--- src/rtl/tx_frame_controller_pkg.sv ---
// Shared types and constants for the TX frame controller and its occupancy counter.
package tx_frame_controller_pkg;

    localparam int MAX_POINT = 9;
    localparam int MAX_OCC   = 1024;

    typedef struct packed {
        logic       ifft;
        logic [3:0] point;
        logic [3:0] final_shift;
    } cont_to_tx_t;

    typedef enum logic [1:0] {
        IDLE   = 2'd0,
        ACTIVE = 2'd1,
        STALL  = 2'd2,
        DRAIN  = 2'd3
    } state_t;

    function automatic logic point_legal(input logic [3:0] point);
        return (point >= 4'd1) && (point <= 4'(MAX_POINT));
    endfunction

endpackage

--- src/rtl/tx_occ_counter.sv ---
// Output-buffer occupancy up/down counter with sticky overflow/underflow detection.
module tx_occ_counter
    import tx_frame_controller_pkg::*;
(
    input  logic        clk,
    input  logic        rst_n,
    input  logic        in_valid,
    input  logic        in_ready,
    input  logic        pop,
    output logic [10:0] occupancy,
    output logic [10:0] occ_next,
    output logic        err_ovf,
    output logic        err_unf
);

    logic wr_ok;
    logic pop_ok;

    assign wr_ok  = in_valid && in_ready && (occupancy < 11'(MAX_OCC));
    assign pop_ok = pop && (occupancy != 11'd0);

    always_comb begin
        occ_next = occupancy;
        if (wr_ok && !pop_ok)
            occ_next = occupancy + 11'd1;
        else if (!wr_ok && pop_ok)
            occ_next = occupancy - 11'd1;
    end

    always_ff @(posedge clk) begin
        if (!rst_n) begin
            occupancy <= 11'd0;
            err_ovf   <= 1'b0;
            err_unf   <= 1'b0;
        end else begin
            occupancy <= occ_next;
            if (in_valid && !in_ready)
                err_ovf <= 1'b1;
            if (pop && (occupancy == 11'd0))
                err_unf <= 1'b1;
        end
    end

endmodule

--- src/rtl/tx_frame_controller.sv ---
// TX frame controller: applies frame configs only on frame boundaries with an empty buffer.
// Optional watchdog (err_timeout port) enabled by defining TX_CTRL_TIMEOUT_EN.
module tx_frame_controller
    import tx_frame_controller_pkg::*;
(
    input  logic        clk,
    input  logic        rst_n,
    input  logic        cfg_valid,
    output logic        cfg_ready,
    input  logic        cfg_ifft,
    input  logic [3:0]  cfg_point,
    input  logic [3:0]  cfg_shift,
    input  logic        in_valid,
    output logic        in_ready,
    input  logic        pop,
    output logic        tx_ifft,
    output logic [3:0]  tx_point,
    output logic [3:0]  tx_final_shift,
    output logic [10:0] occupancy,
    output logic        busy,
    output logic        err_cfg,
    output logic        err_ovf,
    output logic        err_unf
`ifdef TX_CTRL_TIMEOUT_EN
    ,
    output logic        err_timeout
`endif
);

    state_t      state, state_nx;
    cont_to_tx_t cur, cur_nx, pend, pend_nx, cfg_new;
    logic [8:0]  wcnt, wcnt_nx;
    logic        err_cfg_nx;
    logic [10:0] occ_next;
    logic [10:0] cap;
    logic [9:0]  n_pts;
    logic        wr_ok, wc_last, cfg_fire, cfg_ok;

    tx_occ_counter u_occ (
        .clk       (clk),
        .rst_n     (rst_n),
        .in_valid  (in_valid),
        .in_ready  (in_ready),
        .pop       (pop),
        .occupancy (occupancy),
        .occ_next  (occ_next),
        .err_ovf   (err_ovf),
        .err_unf   (err_unf)
    );

    assign cap      = 11'd2 << cur.point;
    assign n_pts    = 10'd1 << cur.point;
    assign wr_ok    = in_valid && in_ready;
    assign wc_last  = ({1'b0, wcnt} == (n_pts - 10'd1));
    assign cfg_fire = cfg_valid && cfg_ready;
    assign cfg_ok   = point_legal(cfg_point);
    assign cfg_new  = '{ifft: cfg_ifft, point: cfg_point, final_shift: cfg_shift};

    assign cfg_ready = (state == IDLE) || (state == ACTIVE);
    assign in_ready  = ((state == ACTIVE) || (state == STALL)) && (occupancy < cap)
                       && !((state == STALL) && (wcnt == 9'd0));

    always_comb begin
        state_nx   = state;
        cur_nx     = cur;
        pend_nx    = pend;
        wcnt_nx    = wcnt;
        err_cfg_nx = cfg_fire && !cfg_ok;
        if (wr_ok)
            wcnt_nx = wc_last ? 9'd0 : wcnt + 9'd1;
        case (state)
            IDLE: begin
                if (cfg_fire && cfg_ok) begin
                    cur_nx   = cfg_new;
                    state_nx = ACTIVE;
                    wcnt_nx  = 9'd0;
                end
            end
            ACTIVE: begin
                if (cfg_fire && cfg_ok) begin
                    pend_nx = cfg_new;
                    if ((wcnt == 9'd0) && (occupancy == 11'd0))
                        cur_nx = cfg_new;
                    else if (wcnt == 9'd0)
                        state_nx = DRAIN;
                    else
                        state_nx = STALL;
                end
            end
            STALL: begin
                // A wrap on the same cycle the config arrived leaves write_cnt at 0 here.
                if ((wcnt == 9'd0) || (wr_ok && wc_last))
                    state_nx = DRAIN;
            end
            DRAIN: begin
                // Apply on the edge where the buffer becomes empty.
                if ((occupancy == 11'd0) || ((occupancy == 11'd1) && pop)) begin
                    cur_nx   = pend;
                    state_nx = ACTIVE;
                    wcnt_nx  = 9'd0;
                end
            end
            default: state_nx = IDLE;
        endcase
    end

    always_ff @(posedge clk) begin
        if (!rst_n) begin
            state   <= IDLE;
            cur     <= '0;
            pend    <= '0;
            wcnt    <= 9'd0;
            err_cfg <= 1'b0;
            busy    <= 1'b0;
        end else begin
            state   <= state_nx;
            cur     <= cur_nx;
            pend    <= pend_nx;
            wcnt    <= wcnt_nx;
            err_cfg <= err_cfg_nx;
            busy    <= (state_nx != IDLE) || (occ_next != 11'd0);
        end
    end

    assign tx_ifft        = cur.ifft;
    assign tx_point       = cur.point;
    assign tx_final_shift = cur.final_shift;

`ifdef TX_CTRL_TIMEOUT_EN
    logic [11:0] wd;

    always_ff @(posedge clk) begin
        if (!rst_n) begin
            wd          <= 12'd0;
            err_timeout <= 1'b0;
        end else if (pop) begin
            wd <= 12'd0;
        end else if (occupancy != 11'd0) begin
            if (wd != 12'hFFF)
                wd <= wd + 12'd1;
            if (wd >= 12'hFFE)
                err_timeout <= 1'b1;
        end
    end
`endif

endmodule

--- config.mk ---
export PLATFORM = sky130hd
export DESIGN_NAME = tx_frame_controller
export DESIGN_NICKNAME = d
export VERILOG_FILES = /design/src/rtl/tx_frame_controller_pkg.sv /design/src/rtl/tx_occ_counter.sv /design/src/rtl/tx_frame_controller.sv
export SDC_FILE = /design/constraint.sdc
export NUM_CORES = 1
export LEC_CHECK = 0
export BUFFER_PORTS_ARGS = -buffer_cell sky130_fd_sc_hd__buf_2
export CORE_AREA = 3 3 75 77
export DETAILED_ROUTE_END_ITERATION = 7
export DIE_AREA = 0 0 78 80
export PLACE_DENSITY = 0.8
export SLEW_MARGIN = 25
export SYNTH_ARGS = -nofsm -noshare
export SYNTH_HDL_FRONTEND = slang
export SYNTH_SLANG_ARGS = --single-unit
--- constraint.sdc ---
create_clock -name clk -period 7.89 [get_ports clk]
set_input_delay 2.367 -clock clk [delete_from_list [all_inputs] [get_ports clk]]
set_output_delay 2.367 -clock clk [all_outputs]
set_load 0.02 [all_outputs]
Yosys cells after proc, flatten, opt, wreduce, memory -nomap -nowiden
Index checks and enable logic that the tools add are counted.
- bits in registers: 44
- input bits: 14
- output and inout bits: 26
- logic and storage cells: 87
- add/sub/neg operators: 4
- magnitude comparators: 4
- equal/unequal tests: 9
- shift operators: 2
- mux-type cells: 19
- reduce and logical (&&, ||, !) cells: 36
- operator list (kind ; count):
    $mux W9 ; 8
    $pmux W9 S3 ; 1
    $mux W11 ; 2
    $reduce_bool A11 Y1 ; 2
    $pmux W9 S2 ; 1
    $logic_and A1 B1 Y1 ; 17
    $add A11 B1 Y11 const B ; 1
    $eq A11 B1 Y1 const B ; 1
    $logic_not A11 Y1 ; 1
    $lt A11 B11 Y1 ; 1
    $lt A11 B11 Y1 const B ; 1
    $shl A2 B4 Y11 const A ; 1
    $sub A11 B1 Y11 const B ; 1
    $eq A9 B10 Y1 ; 1
    $mux W2 ; 5
    $shl A1 B4 Y10 const A ; 1
    $sub A10 B1 Y10 const B ; 1
    $add A9 B1 Y9 const B ; 1
    $logic_not A9 Y1 ; 1
    $pmux W2 S4 ; 1
    $ne A2 B1 Y1 const B ; 3
    $logic_not A1 Y1 ; 5
    $logic_or A1 B1 Y1 ; 5
    $reduce_and A5 Y1 ; 1
    other kinds (10) ; 11

Longest topological paths before layout
Gate-level depths: netlist (run 1).
- depth in word-level cells: 12
- gate-level depth with buffers: 15
- mapped depth without buffers: 12

Cells and area by module
A second synthesis (run 1) with hierarchy kept.
- cells, all modules: 392
- area total of the unflattened synthesis: 3310.7 um^2
- by module, submodules not included (module ; instances ; cells each ; area each (um^2) ; sequential area each (um^2)):
    tx_frame_controller ; 1 ; 273 ; 2296.0 ; 620.6
    tx_occ_counter ; 1 ; 119 ; 1014.7 ; 260.2

Worst setup path before layout (run 1)
Ideal clock, no wire load.
- path kind: register to output
- start: register cur, in the netlist tx_point[2]
- end: output in_ready
- arrival time: 2.311 ns
- required time: 5.523 ns
- setup slack: 3.212 ns
- cell stages (with the launch flop): 11
- path buffers: 3
- path through: dfxtp_1 > clkbuf_1 > clkbuf_1 > nor2b_1 > nand2_1 > ha_1 > a21oi_1 > o21ai_0 > o21ai_0 > clkbuf_1 > and2_1
- longest elaborated chain between the ends: 4
- ends and longest elaborated chain (element ; RTL line ; source):
    start, declared ; tx_frame_controller.sv:31 ; cont_to_tx_t cur, cur_nx, pend, pend_nx, cfg_new;
    start signal, assigned ; tx_frame_controller.sv:117 ; cur <= cur_nx;
    $shl A2 B4 Y11 ; tx_frame_controller.sv:51 ; assign cap = 11'd2 << cur.point;
    $lt A11 B11 Y1 ; tx_frame_controller.sv:60 ; assign in_ready = ((state == ACTIVE) || (state == STALL)) && (occupancy < cap)
    $logic_and A1 B1 Y1 ; tx_frame_controller.sv:60 ;
    $logic_and A1 B1 Y1 ; tx_frame_controller.sv:61 ; && !((state == STALL) && (wcnt == 9'd0));
    end, declared ; tx_frame_controller.sv:14 ; output logic in_ready,
No other way between the ends.

Worst setup path in the final report (run 1)
- start: register cur, in the netlist tx_point[1]
- end: output in_ready
The elaborated chain is that of the path after synthesis.

==> flow_metrics.env, run 1 <==
export IMPL_status="complete, no violations"
export IMPL_min_period_over_period_pct=66.7
export IMPL_antenna_cells=0
export IMPL_dr_wl_met3_um=353
export IMPL_rr_startpoint="tx_point[1]"
export IMPL_skew_ns=0.00465
export IMPL_drv_cap=0
export IMPL_first_global_vias=2514
export IMPL_power_ir_vdd_worst_mv=0.255
export IMPL_synth_top_family_by_area="simple AND/OR/NAND/NOR gates"
export IMPL_internal_power_mw=0.689
export IMPL_synth_compound_area_share_pct=15.8
export IMPL_worst_pin_slew_ns=0.671
export IMPL_max_stage_delay_ns=0.64
export IMPL_tns_ns=0
export IMPL_grt_max_degree=24
export IMPL_synthFlopType="dfxtp_1"
export IMPL_yosysTopAreaCellShare_pct=29.7
export IMPL_dieArea_sq_um=6240
export IMPL_r2r_setup_slack_ns=3.92
export IMPL_post_cts_buffers=0
export IMPL_track_usage_pct=23.2
export IMPL_ys_seq_area_share_pct=29.7
export IMPL_vias_per_cell=5.87
export IMPL_synthToLayoutAreaGrowth_pct=11.0
export IMPL_drive_gt1_share_pct=15.6
export IMPL_crit_path_top_delay_cell="dfxtp_1"
export IMPL_place_gp_congestion=0.964
export IMPL_whs_path_depth=2
export IMPL_core_area_sq_um=5070
export IMPL_synthArstFlopShare_pct=0
export IMPL_power_frac_seq_pct=27.5
export IMPL_antenna_found_initial=0
export IMPL_drv_slew=0
export IMPL_synth_adder_area_share_pct=8.43
export IMPL_synthTopCellsByArea="dfxtp_1 30%, ha_1 8.4%, mux2i_1 7.4%"
export IMPL_p_sw_mw=0.616
export IMPL_syn_nets=398
export IMPL_num_rows=26
export IMPL_power_leakage_nw=1.35
export IMPL_sw_frac_of_total_pct=47.2
export IMPL_crit_arrival_ns=2.90
export IMPL_p_per_area_nw_per_um2=396
export IMPL_fin_nets=424
export IMPL_slew_headroom_pct=55.2
export IMPL_worstHoldPathType="flip-flop to flip-flop"
export IMPL_ys_warnings_count=0
export IMPL_yosys_area_share_simple_pct=27.3
export IMPL_ys_seq_elements=44
export IMPL_cp_required_ns=5.52
export IMPL_min_period_ns=5.27
export IMPL_finalPower_mw=1.30
export IMPL_drt_initial_drc_count=115
export IMPL_synthMuxAreaShare_pct=7.80
export IMPL_rsz0062_at_grt="false"
export IMPL_met1_length_um=3150
export IMPL_worstSkewPairLatency_ns=0.30
export IMPL_crit_fanout=17
export IMPL_worst_hold_startpoint="u_occ.err_unf"
export IMPL_ios=40
export IMPL_gr_total_overflow=0
export IMPL_die_h_um=80
export IMPL_synth_xor_area_share_pct=5.61
export IMPL_rr_worst_depth=12
export IMPL_cts_root_buf="clkbuf_8"
export IMPL_hold_end="u_occ.err_unf"
export IMPL_clk_pin_slew_worst_paths_ns=0.09
export IMPL_synthDistinctLibCells=61
export IMPL_dp_hpwl_um=5060
export IMPL_cpLargestDelayFamily="simple AND/OR/NAND/NOR gates"
export IMPL_clockPowerShare_pct=14.0
export IMPL_end_kind="output pin"
export IMPL_first_pass_iters=4
export IMPL_top_layer_used="met4"
export IMPL_preCtsSetupSlack_ns=2.97
export IMPL_combPwrFrac_pct=58.5
export IMPL_synth_area_per_cell_sq_um=8.15
export IMPL_path_buf_inv=3
export IMPL_routed_wl_met2_um=3130
export IMPL_synth_area_sq_um=2970
export IMPL_clock_sinks=44
export IMPL_syn_inst=364
export IMPL_worst_slack_ns=2.62
export IMPL_whs_ns=0.492
export IMPL_ant_nets=0
export IMPL_cts_made_buffers=5
export IMPL_die_w_um=78
export IMPL_cts_buffer_depth=2
export IMPL_cp_cell_sequence="nor4b_1 > inv_1 > ha_1 > nand4_1 > a21oi_1 > o21ai_0 > buf_4 > and2_1 > buf_2"
export IMPL_num_vias=2706
export IMPL_crit_path_start_kind="flip-flop"
export IMPL_utilization_pct=64.9
export IMPL_synth_edf_count=0
export IMPL_worstSetupPathType="flip-flop to output pin"
export IMPL_portBuffers=39
export IMPL_cts_resized=0
export IMPL_yosysTopAreaCell="dfxtp_1"
export IMPL_cts_tree="done"
export IMPL_timing_fmax_mhz=190
export IMPL_setup_violations=0
export IMPL_hold_buffers=0
export IMPL_r2r_end="busy"
export IMPL_cts_htree_levels=2
export IMPL_grt_pass1_wl_um=11800
export IMPL_initial_core_util_pct=58.5
export IMPL_final_cell_mix="50 x nor2_1, 44 x dfxtp_1, 39 x buf_2"
export IMPL_drc=0
export IMPL_routedWlPerCell_um=14.6
export IMPL_wl_um=6740
export IMPL_hold_viol=0
export IMPL_layout_cells_most_common="nor2_1"
routing by layer:
metal | up-vias | GRT usage [%]
li1 | 1345 | -
met1 | 1263 | 31.5
met2 | 85 | 37.2
met3 | 13 | 4.29
met4 | 0 | 7.34
met5 | - | 0
cells in the mapped netlist (all sizes together) (9+ instances only):
cell type	number
nor2	50
dfxtp	44
nand2	30
mux2i	22
ha	20
inv	18
clkbuf	15
and2	13
o21ai	13
a211oi	11
a21oi	11
xor2	11
nand3	10
nand4	9
per-stage QoR:
stage          area, sq um  instances
5_1_grt               3290        461
4_1_cts               3290        461
2_1_floorplan         2970        364
3_5_place_dp          3170        453
6_report              3290        461
3_3_place_gp          3170        453
kinds of logic (layout without fill, tap and decap cells):
logic type,after synthesis,count (layout)
compound gates,66,66
xor+xnor,19,19
fa+ha+maj,20,20
buf+inv,39,66
flops,44,44
mux,23,23
simple gates,153,153
layout make-up:
class / instances / area, sq um
inverter: 18 / 67.6
timing repair buffer: 40 / 203
clock buffer: 6 / 82.6
clock inverter: 2 / 38.8
sequential: 44 / 881
fill: 458 / 1780
tap: 70 / 87.6
multi-input combinational: 281 / 1930
worst max-delay path by stage:
stage,from,endpoint,cells past startpoint
6_report,tx_point[1],in_ready,9
5_1_grt,tx_point[1],in_ready,9
4_1_cts,tx_point[1],in_ready,9
3_5_place_dp,tx_point[1],in_ready,9
3_3_place_gp,tx_point[1],in_ready,9
2_1_floorplan,tx_point[2],in_ready,10
state kept, by name, summed over array words and instances, names as in the netlist:
register	flops
tx_point	4
u_occ.err_unf	1
pend	9
err_cfg	1
state	2
wcnt	9
busy	1
u_occ.occupancy	11
tx_ifft	1
u_occ.err_ovf	1
tx_final_shift	4
power groups by stage:
| stage | clock [mW] | sequential (mW) | combinational, mW |
|---|---|---|---|
| 5_1_grt | 0.198 | 0.370 | 0.853 |
| 3_3_place_gp | 0 | 0.360 | 0.736 |
| 3_5_place_dp | 0 | 0.362 | 0.750 |
| 6_report | 0.182 | 0.359 | 0.763 |
| 2_1_floorplan | 0 | 0.372 | 0.561 |
| 4_1_cts | 0.187 | 0.357 | 0.757 |
worst register-to-register path, cell delays in order, from the launching register on:
cell and delay, ns:
dfxtp_1 0.64, nor4b_1 0.43, inv_1 0.10, ha_1 0.29, nand4_1 0.09, a21oi_1 0.04
o21ai_0 0.42, buf_4 0.25, and3_1 0.22, mux2_1 0.35, xnor2_1 0.14, or4_1 0.53
o41a_1 0.37
No activity file was read; power rests on OpenSTA's default activity.
==> run 2, diff against run 1 <==
- CORE_AREA: 3 3 75 77 -> 3 3 80 82
- DIE_AREA: 0 0 78 80 -> 0 0 83 85
- PLACE_DENSITY: 0.8 -> 0.74
- clock period: 7.89 -> 4.5 ns (I/O delays scaled with it)
==> flow_metrics.env, run 2 (synthesis gave the netlist of run 1 again) <==
export IMPL_status="complete, no violations"
export IMPL_first_pass_iters=4
export IMPL_cts_buffer_depth=2
export IMPL_die_w_um=83
export IMPL_drv_slew=0
export IMPL_cp_required_ns=3.15
export IMPL_place_gp_congestion=0.972
export IMPL_num_vias=2647
export IMPL_first_global_vias=2510
export IMPL_tns_ns=0
export IMPL_initial_core_util_pct=51.0
export IMPL_ios=40
export IMPL_utilization_pct=56.1
export IMPL_routedWlPerCell_um=14.6
export IMPL_wl_um=6800
export IMPL_slew_headroom_pct=54.2
export IMPL_final_cells=466
export IMPL_num_rows=28
export IMPL_clockPowerShare_pct=11.0
export IMPL_cts_tree="done"
export IMPL_worstHoldPathType="flip-flop to flip-flop"
export IMPL_drive_gt1_share_pct=15.9
export IMPL_place_inst=459
export IMPL_drc=0
export IMPL_ant_nets=0
export IMPL_sw_frac_of_total_pct=48.4
export IMPL_end_kind="output pin"
export IMPL_antenna_found_initial=0
export IMPL_drv_cap=0
export IMPL_crit_arrival_ns=2.77
export IMPL_power_ir_vdd_worst_mv=0.334
export IMPL_die_h_um=85
export IMPL_layout_cells_most_common="nor2_1"
export IMPL_rsz0062_at_grt="false"
export IMPL_antenna_cells=0
export IMPL_r2r_setup_slack_ns=0.71
export IMPL_hold_viol=0
export IMPL_combPwrFrac_pct=60.4
export IMPL_grt_max_degree=24
export IMPL_p_sw_mw=1.07
export IMPL_synthToLayoutAreaGrowth_pct=9.91
export IMPL_top_register="u_occ.occupancy"
export IMPL_setup_violations=0
export IMPL_min_period_over_period_pct=91.5
export IMPL_drt_initial_drc_count=151
export IMPL_cts_made_buffers=5
export IMPL_crit_fanout=14
export IMPL_largest_reg_flops=11
export IMPL_power_frac_seq_pct=28.6
export IMPL_gr_total_overflow=0
export IMPL_rr_worst_depth=12
export IMPL_vias_per_cell=5.68
export IMPL_post_cts_buffers=0
export IMPL_whs_path_depth=2
export IMPL_largestRegisters="u_occ.occupancy (11), pend (9), wcnt (9)"
export IMPL_placed_area_sq_um=3180
export IMPL_portBuffers=39
export IMPL_worstSetupPathType="flip-flop to output pin"
export IMPL_skew_ns=0.00775
export IMPL_min_period_ns=4.12
export IMPL_core_area_sq_um=5820
export IMPL_track_usage_pct=20.0
export IMPL_clock_sinks=44
export IMPL_cts_htree_levels=2
export IMPL_hold_buffers=0
export IMPL_worstSkewPairLatency_ns=0.30
export IMPL_p_per_area_nw_per_um2=675
export IMPL_worst_pin_slew_ns=0.686
export IMPL_cts_root_buf="clkbuf_8"
export IMPL_internal_power_mw=1.14
export IMPL_dieArea_sq_um=7060
export IMPL_crit_path_start_kind="flip-flop"
export IMPL_grt_pass1_wl_um=11800
export IMPL_clk_pin_slew_worst_paths_ns=0.08
export IMPL_final_cell_mix="50 x nor2_1, 43 x dfxtp_1, 39 x buf_2"
export IMPL_fin_nets=425
export IMPL_power_leakage_nw=1.34
export IMPL_dp_hpwl_um=5120
export IMPL_timing_fmax_mhz=243
export IMPL_design_area_sq_um=3260
## run 2: path summary, 6_finish.rpt
kind                 startpoint       endpoint
setup / recovery    tx_point[0]       in_ready
hold / removal    u_occ.err_unf  u_occ.err_unf
setup reg to reg    tx_point[0]           busy
hold reg to reg   u_occ.err_unf  u_occ.err_unf
## run 2: power groups by stage
| stage | sequential, mW | combinational (mW) | clock, mW |
|---|---|---|---|
| CTS | 0.627 | 1.33 | 0.252 |
| global placement | 0.632 | 1.31 | 0 |
| finish | 0.629 | 1.33 | 0.243 |
| global route | 0.650 | 1.50 | 0.264 |
| floorplan | 0.652 | 0.983 | 0 |
| detailed placement | 0.636 | 1.32 | 0 |
## run 2: area by class of cell
class / count / area (sq um)
timing repair buffer: 41 / 210
clock inverter: 2 / 12.5
sequential: 44 / 882
inverter: 18 / 67.6
fill: 586 / 2550
clock buffer: 5 / 68.8
multi-input combinational: 281 / 1930
tap: 75 / 93.8
## run 2: worst max-delay path, cell delays in order, from the launching register on
cell and delay (ns):
dfxtp_1 0.61, nor2b_1 0.28, nand2_1 0.09, ha_1 0.30
a21oi_1 0.15, o21ai_0 0.08, o21ai_0 0.37, buf_4 0.25
and2_1 0.17, buf_2 0.17
## run 2: through the flow
step                      worst slack [ns]  total power [mW]  hold slack [ns]
after floorplan                      0.839              1.63            0.460
after global placement               0.642              1.94            0.450
after detailed placement             0.650              1.95            0.468
after CTS                            0.309              2.20            0.490
after global routing                0.0580              2.41            0.541
final                                0.382              2.20            0.478
## run 2: metal layers
| metal | vias to the layer above | part of all wire, % | GRT usage (%) |
|---|---|---|---|
| met5 | - | 0 | 0 |
| met2 | 53 | 45 | 32.9 |
| met1 | 1240 | 49 | 26.5 |
| met3 | 9 | 4.0 | 4.37 |
| met4 | 0 | 1.2 | 5.79 |
| li1 | 1345 | - | - |
## run 2: repair_timing
action                                  4_1_cts  5_1_grt
gates resized for setup                       0        1
hold endpoints to repair                      0        0
endpoints found under the setup margin        0        1
==> run 3, diff against run 2 <==
- CORE_AREA: 3 3 80 82 -> 3 3 83 85
- DIE_AREA: 0 0 83 85 -> 0 0 86 88
- PLACE_DENSITY: 0.74 -> 0.67
- clock period: 4.5 -> 5.2 ns (I/O delays scaled with it)
==> flow_metrics.env, run 3 (synthesis gave the netlist of run 1 again) <==
export IMPL_vias_per_cell=5.54
export IMPL_cts_made_buffers=5
export IMPL_cts_resized=0
export IMPL_fin_nets=424
export IMPL_skew_ns=0.00435
export IMPL_clock_sinks=44
export IMPL_cts_tree="done"
export IMPL_initial_core_util_pct=47.3
export IMPL_first_global_vias=2499
export IMPL_hold_viol=0
export IMPL_ios=40
export IMPL_dp_hpwl_um=5220
export IMPL_crit_path_start_kind="flip-flop"
export IMPL_drv_cap=0
export IMPL_antenna_found_initial=0
export IMPL_clk_pin_slew_worst_paths_ns=0.09
export IMPL_ant_nets=0
export IMPL_cts_root_buf="clkbuf_8"
export IMPL_place_inst=460
export IMPL_p_per_area_nw_per_um2=600
export IMPL_timing_fmax_mhz=223
export IMPL_setup_violations=0
export IMPL_rsz0062_at_grt="false"
export IMPL_final_cells=468
export IMPL_drt_initial_drc_count=98
export IMPL_grt_pass1_wl_um=12000
export IMPL_die_w_um=86
export IMPL_power_leakage_nw=1.35
export IMPL_largest_reg_flops=11
export IMPL_slew_headroom_pct=53.9
export IMPL_cp_required_ns=3.64
export IMPL_power_ir_vdd_worst_mv=0.367
export IMPL_layout_cells_most_common="nor2_1"
export IMPL_drc=0
export IMPL_die_h_um=88
export IMPL_gr_total_overflow=0
export IMPL_grt_use_met1_pct=27.1
export IMPL_top_usage_layer="met2"
export IMPL_cts_htree_levels=2
export IMPL_tns_ns=0
export IMPL_dieArea_sq_um=7570
export IMPL_worstHoldPathType="flip-flop to flip-flop"
export IMPL_status="complete, no violations"
export IMPL_drv_slew=0
export IMPL_track_usage_pct=19.6
export IMPL_end_kind="output pin"
export IMPL_final_cell_mix="50 x nor2_1, 44 x dfxtp_1, 39 x buf_2"
export IMPL_synthToLayoutAreaGrowth_pct=11.3
export IMPL_routedWlPerCell_um=14.9
export IMPL_antenna_cells=0
export IMPL_min_period_ns=4.48
export IMPL_num_vias=2593
export IMPL_post_cts_buffers=0
export IMPL_min_period_over_period_pct=86.2
export IMPL_top_register="u_occ.occupancy"
export IMPL_gr_usage_met2_pct=31.0
export IMPL_crit_fanout=17
export IMPL_use_met3_pct=3.39
export IMPL_place_gp_congestion=0.916
export IMPL_worstSkewPairLatency_ns=0.30
export IMPL_worstSetupPathType="flip-flop to output pin"
export IMPL_cts_buffer_depth=2
export IMPL_worst_pin_slew_ns=0.691
export IMPL_drive_gt1_share_pct=15.6
export IMPL_core_area_sq_um=6280
export IMPL_hold_buffers=0
export IMPL_grt_max_degree=24
export IMPL_num_rows=29
export IMPL_first_pass_iters=4
export IMPL_largestRegisters="u_occ.occupancy (11), pend (9), wcnt (9)"
export IMPL_crit_arrival_ns=2.92
export IMPL_final_fill_count=606
export IMPL_wl_um=6970
export IMPL_portBuffers=39
[run 3: critical path: stages, from the launching register on]
cell and delay (ns):
dfxtp_1 0.66, nor4b_1 0.46, inv_1 0.09, ha_1 0.28, nand4_1 0.08, a21oi_1 0.04, o21ai_0 0.40, buf_4 0.24
and2_1 0.18, buf_2 0.18
[run 3: power by group]
part	leakage (nW)	internal [mW]	switching [mW]	total (mW)
logic	0.933	0.476	0.677	1.15
clock network	0.0614	0.157	0.127	0.285
registers	0.359	0.410	0.135	0.545
[run 3: final cells by class]
type,count,area [sq um],share of cell area [%]
clock buffer,6,82.6,2.50
multi-input combinational,281,1930,58.5
timing repair buffer,40,203,6.14
sequential,44,881,26.7
inverter,18,67.6,2.05
clock inverter,2,38.8,1.17
tap,77,96.3,2.92
[run 3: metrics by stage]
stage / hold WS, ns / cell area [sq um] / util [%] / power (mW) / setup slack, ns
6_report: 0.478 / 3300 / 52.6 / 1.98 / 0.717
5_1_grt: 0.527 / 3300 / 52.6 / 2.18 / 0.502
4_1_cts: 0.487 / 3300 / 52.5 / 1.99 / 0.733
3_5_place_dp: 0.456 / 3170 / 50.6 / 1.69 / 1.10
3_3_place_gp: 0.450 / 3170 / 50.6 / 1.68 / 1.15
2_1_floorplan: 0.460 / 2970 / - / 1.41 / 1.33
[run 3: path summary, 6_finish.rpt]
kind	cells after the start	to	from	slack [ns]
hold / removal	2	u_occ.err_unf	u_occ.err_unf	0.48
hold reg to reg	2	u_occ.err_unf	u_occ.err_unf	0.48
setup / recovery	9	in_ready	tx_point[1]	0.72
setup reg to reg	12	busy	tx_point[1]	1.23
[run 3: routing by layer]
| layer | wire length (um) | up-vias |
|---|---|---|
| li1 | - | 1346 |
| met1 | 3420 | 1190 |
| met2 | 3200 | 48 |
| met3 | 258 | 9 |
| met4 | 90 | 0 |
| met5 | 0 | - |
